$ cat config.mk
export PLATFORM = sky130hd
export DESIGN_NAME = rh_axi4_wr_arbiter
export DESIGN_NICKNAME = d
export VERILOG_FILES = /design/src/rtl/rh_axi4_wr_arbiter.sv
export SDC_FILE = /design/constraint.sdc
export NUM_CORES = 1
export LEC_CHECK = 0
export BUFFER_PORTS_ARGS = -buffer_cell sky130_fd_sc_hd__buf_4
export CAP_MARGIN = 10
export CORE_AREA = 3 3 188 190
export CTS_CLUSTER_DIAMETER = 120
export DETAILED_ROUTE_END_ITERATION = 8
export DIE_AREA = 0 0 191 193
export GPL_TIMING_DRIVEN = 1
export SYNTH_ARGS = -nofsm -noshare
export SYNTH_HDL_FRONTEND = slang
export SYNTH_SLANG_ARGS = --single-unit
$ cat constraint.sdc
create_clock -name ACLK -period 3 [get_ports ACLK]
set_clock_uncertainty 0.1 [all_clocks]
set_input_delay 0.3 -clock ACLK [delete_from_list [all_inputs] [get_ports ACLK]]
set_output_delay 0.3 -clock ACLK [all_outputs]
set_load 0.01 [all_outputs]
$ cat src/rtl/rh_axi4_wr_arbiter.sv
// N-to-1 AXI4 write arbiter: round-robin AW grant, W locked to the winner until WLAST,
// B steered back by the requester index carried in the upper BID bits.
module rh_axi4_wr_arbiter #(
  parameter  int NM        = 4,
  parameter  int AW        = 32,
  parameter  int DW        = 32,
  parameter  int IW        = 4,
  parameter  int MAX_OUTST = 8,
  localparam int GW        = $clog2(NM),
  localparam int OIW       = IW + GW,
  localparam int SW        = DW / 8
) (
  input  logic             ACLK,
  input  logic             ARESET,
  input  logic [NM-1:0]    s_awvalid,
  output logic [NM-1:0]    s_awready,
  input  logic [NM*AW-1:0] s_awaddr,
  input  logic [NM*8-1:0]  s_awlen,
  input  logic [NM*3-1:0]  s_awsize,
  input  logic [NM*2-1:0]  s_awburst,
  input  logic [NM*IW-1:0] s_awid,
  input  logic [NM-1:0]    s_wvalid,
  output logic [NM-1:0]    s_wready,
  input  logic [NM*DW-1:0] s_wdata,
  input  logic [NM*SW-1:0] s_wstrb,
  input  logic [NM-1:0]    s_wlast,
  output logic [NM-1:0]    s_bvalid,
  input  logic [NM-1:0]    s_bready,
  output logic [IW-1:0]    s_bid,
  output logic [1:0]       s_bresp,
  output logic             AWVALID,
  input  logic             AWREADY,
  output logic [AW-1:0]    AWADDR,
  output logic [7:0]       AWLEN,
  output logic [2:0]       AWSIZE,
  output logic [1:0]       AWBURST,
  output logic [OIW-1:0]   AWID,
  output logic             WVALID,
  input  logic             WREADY,
  output logic [DW-1:0]    WDATA,
  output logic [SW-1:0]    WSTRB,
  output logic             WLAST,
  input  logic             BVALID,
  output logic             BREADY,
  input  logic [OIW-1:0]   BID,
  input  logic [1:0]       BRESP,
  output logic             err_bid
);

  // state | meaning
  // IDLE  | waiting for an upstream AW; grants when outstanding count allows
  // ADDR  | presenting the latched AW downstream until AWREADY
  // DATA  | forwarding W from the granted requester until WLAST handshake
  typedef enum logic [1:0] {IDLE, ADDR, DATA} state_t;

  localparam logic [GW:0] NM_W   = (GW+1)'(NM);
  localparam logic [7:0]  MAXO_W = 8'(MAX_OUTST);

  state_t          state, state_nxt;
  logic [GW-1:0]   rr_ptr, g_reg, gsel, cand;
  logic [GW:0]     cand_sum;
  logic            found, grant;
  logic [7:0]      outst;
  logic [GW-1:0]   bidx;
  logic            bidx_ok, aw_hs, b_hs;
  logic [AW-1:0]   awaddr_r;
  logic [7:0]      awlen_r;
  logic [2:0]      awsize_r;
  logic [1:0]      awburst_r;
  logic [OIW-1:0]  awid_r;

  // Scan from rr_ptr upward; iterating downward lets the nearest candidate win.
  always_comb begin
    found    = 1'b0;
    gsel     = '0;
    cand_sum = '0;
    cand     = '0;
    for (int k = NM-1; k >= 0; k--) begin
      cand_sum = {1'b0, rr_ptr} + (GW+1)'(k);
      if (cand_sum >= NM_W) cand_sum = cand_sum - NM_W;
      cand = cand_sum[GW-1:0];
      if (s_awvalid[cand]) begin
        found = 1'b1;
        gsel  = cand;
      end
    end
  end

  assign grant = (state == IDLE) && found && (outst < MAXO_W) && !ARESET;

  always_ff @(posedge ACLK or posedge ARESET) begin
    if (ARESET) state <= IDLE;
    else        state <= state_nxt;
  end

  always_comb begin
    state_nxt = state;
    case (state)
      IDLE:    if (grant) state_nxt = ADDR;
      ADDR:    if (AWREADY) state_nxt = DATA;
      DATA:    if (s_wvalid[g_reg] && WREADY && s_wlast[g_reg]) state_nxt = IDLE;
      default: state_nxt = IDLE;
    endcase
  end

  always_comb begin
    s_awready = '0;
    s_wready  = '0;
    AWVALID   = 1'b0;
    WVALID    = 1'b0;
    WDATA     = s_wdata[g_reg*DW +: DW];
    WSTRB     = s_wstrb[g_reg*SW +: SW];
    WLAST     = s_wlast[g_reg];
    if (grant) s_awready[gsel] = 1'b1;
    if (state == ADDR) AWVALID = 1'b1;
    if (state == DATA) begin
      WVALID          = s_wvalid[g_reg];
      s_wready[g_reg] = WREADY;
    end
  end

  always_ff @(posedge ACLK or posedge ARESET) begin
    if (ARESET) begin
      rr_ptr    <= '0;
      g_reg     <= '0;
      awaddr_r  <= '0;
      awlen_r   <= '0;
      awsize_r  <= '0;
      awburst_r <= '0;
      awid_r    <= '0;
    end else if (grant) begin
      g_reg     <= gsel;
      rr_ptr    <= (gsel == GW'(NM-1)) ? '0 : gsel + 1'b1;
      awaddr_r  <= s_awaddr[gsel*AW +: AW];
      awlen_r   <= s_awlen[gsel*8 +: 8];
      awsize_r  <= s_awsize[gsel*3 +: 3];
      awburst_r <= s_awburst[gsel*2 +: 2];
      awid_r    <= {gsel, s_awid[gsel*IW +: IW]};
    end
  end

  assign AWADDR  = awaddr_r;
  assign AWLEN   = awlen_r;
  assign AWSIZE  = awsize_r;
  assign AWBURST = awburst_r;
  assign AWID    = awid_r;

  // Responses carrying an index with no requester behind it are sunk here.
  assign bidx    = BID[OIW-1:IW];
  assign bidx_ok = {1'b0, bidx} < NM_W;
  assign s_bid   = BID[IW-1:0];
  assign s_bresp = BRESP;

  always_comb begin
    s_bvalid = '0;
    BREADY   = 1'b1;
    for (int i = 0; i < NM; i++) begin
      if (bidx == GW'(i)) begin
        s_bvalid[i] = BVALID;
        BREADY      = s_bready[i];
      end
    end
  end

  assign aw_hs = AWVALID && AWREADY;
  assign b_hs  = BVALID && BREADY && bidx_ok && (outst != 8'd0);

  always_ff @(posedge ACLK or posedge ARESET) begin
    if (ARESET) begin
      outst   <= '0;
      err_bid <= 1'b0;
    end else begin
      if (aw_hs && !b_hs)      outst <= outst + 8'd1;
      else if (!aw_hs && b_hs) outst <= outst - 8'd1;
      if (BVALID && !bidx_ok) err_bid <= 1'b1;
    end
  end

endmodule

==> impl_metrics.json <==
{
  "cts-root-to-sink-buffers": 2,
  "cts_tree": "built",
  "synth_top_flop_cell": "dfrtp_1",
  "finalHoldViolations": 0,
  "result_of_the_run": "completed",
  "dr.first_iter.drc_count": 167,
  "areaGrowthSynthToFinish_pct": 80.3,
  "clock_insertion_delay_worst_skew_ns": 0.33,
  "min_path_type": "in -> async",
  "synthTopCellsByArea": "dfrtp_1, mux2i_1, mux4_2, o221ai_2, nand2_1",
  "hold_buffers": 0,
  "worstSetupPathType": "reg -> reg",
  "most_repeated_cell_in_the_gate_level_netlist_after_synthesis": "mux2i_1",
  "layout_worst_path_cycle_share_pct": 97.6,
  "cts_htree_levels": 3,
  "core_um2": 33600,
  "first_global_vias": 6042,
  "drc": 0,
  "critPathLaunchType": "flip-flop",
  "floorplan.die_area_um2": 36900,
  "nNetsFinal": 1296,
  "num_rows": 67,
  "route.antenna.remaining_nets": 0,
  "syn-cell-area_um2": 5440,
  "power_density_nw_per_um2": 739,
  "antenna_found_initial": 4,
  "timing_worst_slew_pin_value_ns": 0.978,
  "synth_common_cells": "mux2i_1, nand2_1, dfrtp_1",
  "synth_nets": 847,
  "initial_core_util_pct": 16.2,
  "finalMaxSlewViolations": 0,
  "design_power_total_mw": 7.24,
  "detailedRoute.firstPassIterationCount": 4,
  "globalRouteOverflowTotal": 0,
  "cts.root.buffer_cell": "clkbuf_16",
  "cts_bufs_inserted": 9,
  "clk_pin_slew_worst_paths_ns": 0.06,
  "yosysSeqAreaShare_pct": 29.0,
  "die_h_um": 193,
  "crit_required_ns": 3.10,
  "grt_util_all_layers_pct": 14.0,
  "final_layout_size_suffix_gt1_share_pct": 66.1,
  "synth.distinct_cells": 45,
  "cts.sinks": 63,
  "wire_length_of_the_first_global_routing_pass_mm": 37.9,
  "layout_min_cycle_time_ns": 2.93,
  "synth_top_area_cell": "dfrtp_1",
  "p_leak_nw": 4.87,
  "timing.max_cap.violations": 0,
  "yosysTopAreaCellShare_pct": 29.0,
  "route.detailed.vias_per_inst": 4.27,
  "port_buffers": 465,
  "synth_edf_count": 0,
  "syn_avg_cell_area_um2": 11.7,
  "worst_setup_path_end_kind": "flip-flop",
  "cp.arrival_ns": 3.02,
  "cells_after_synthesis": 466,
  "grt_max_degree": 56,
  "max_freq_mhz": 341,
  "yosys_reg_bits": 63,
  "dpl.hpwl_mm": 23.6,
  "die_w_um": 191,
  "finalWeightedCongestion": 0.822,
  "ir_worst_vdd_mv": 0.234,
  "max_ffs_per_register": 32,
  "report.final.setup_viol": 0,
  "vias": 5860,
  "maxSlewHeadroom_pct": 34.8,
  "yosysWarningCount": 0,
  "sum_neg_setup_slack_ns": 0,
  "postSynth.asyncResetShare_pct": 100,
  "wire_length_after_detailed_routing_mm": 28.0,
  "design.portCount": 479,
  "wire_length_per_cell_um": 20.4,
  "cp_max_fo": 5
}
layout make-up:
class,instances,area (um^2)
Antenna cell,4,10.0
Clock buffer,10,239
Clock inverter,6,60.1
Fill cell,3524,23800
Inverter,13,52.6
Multi-Input combinational cell,343,3580
Sequential cell,63,1580
Tap cell,448,561
Timing Repair Buffer,485,3720
metrics by stage:
step | instances | hold slack, ns | cell area (um^2) | setup WS, ns | util [%]
floorplan | 466 | 0.308 | 5440 | 0.153 | -
global placement | 1348 | 0.372 | 9420 | 0.0982 | 28.0
detailed placement | 1348 | 0.373 | 9420 | -0.00197 | 28.0
CTS | 1364 | 0.0695 | 9740 | 0.0137 | 29.0
global route | 1372 | 0.0921 | 9800 | -0.0563 | 29.2
finish | 1372 | 0.0603 | 9800 | 0.0714 | 29.2
worst paths after layout:
path                       startpoint    endpoint  slack [ns]  cells past startpoint
max                          outst[3]    outst[5]        0.07                     12
min                            ARESET    state[0]        0.06                      2
max reg2reg                  outst[3]    outst[5]        0.07                     12
min reg2reg                 AWADDR[6]   AWADDR[6]        0.39                      2
max in group asynchronous      ARESET  AWADDR[10]        1.94                      3
min in group ACLK             AWREADY    state[0]        0.11                      2
metal layers:
layer | global-route usage, % | vias to the layer above | part of all wire, %
met3 | 3.94 | 28 | 8.1
met1 | 14.4 | 2801 | 35
met2 | 25.9 | 329 | 54
met4 | 7.11 | 0 | 3.2
li1 | - | 2702 | -
met5 | 0 | - | 0
kinds of logic (layout without fill, tap and decap cells):
| group | Yosys count | count (layout) | synth area share [%] |
|---|---|---|---|
| buffers and inverters | 60 | 514 | 6.12 |
| adders and majority gates | 12 | 12 | 2.90 |
| DFF | 63 | 63 | 29.0 |
| AOI/OAI and AO/OA | 81 | 81 | 17.7 |
| muxes | 138 | 138 | 34.4 |
| xor gates and xnor gates | 4 | 4 | 0.645 |
| and+or+nand+nor | 107 | 107 | 9.16 |
| other | 1 | 5 | 0.0690 |
where the power goes:
group | internal, mW | leakage (nW) | total, mW | switching, mW
clock network | 0.662 | 0.144 | 1.09 | 0.424
registers | 1.21 | 0.801 | 1.59 | 0.378
logic | 2.46 | 3.92 | 4.56 | 2.10
cells in the final DEF, fill, tap and decap left out, types with 3 or more instances in the layout:
cell type  instances
o221ai_2          49
nand2_1           65
clkbuf_16          9
mux2i_1           98
mux4_2            39
o21ai_0            9
xnor2_1            3
dfrtp_1           61
nor3_1             8
diode_2            4
buf_12             6
nor2_1            11
ha_1               8
inv_1             10
nand3_1            4
nor2b_1            4
clkinv_2           4
buf_4            479
a21o_1             4
worst max-delay path, cell delays in order, from the launching register on:
cell	delay [ns]
dfrtp_1	0.40
or4_4	0.55
nor2_4	0.16
nand2_1	0.08
nand3_1	0.11
ha_2	0.21
inv_4	0.06
ha_1	0.31
a211oi_2	0.27
o21bai_1	0.15
a21oi_2	0.15
xor2_1	0.14
o21ai_0	0.09
timing repair:
item                       CTS  global route
resized for setup            3             7
buffers inserted             0             4
setup endpoints to repair    2             4
pin swaps                    0             5
No activity file was read; power rests on OpenSTA's default activity.
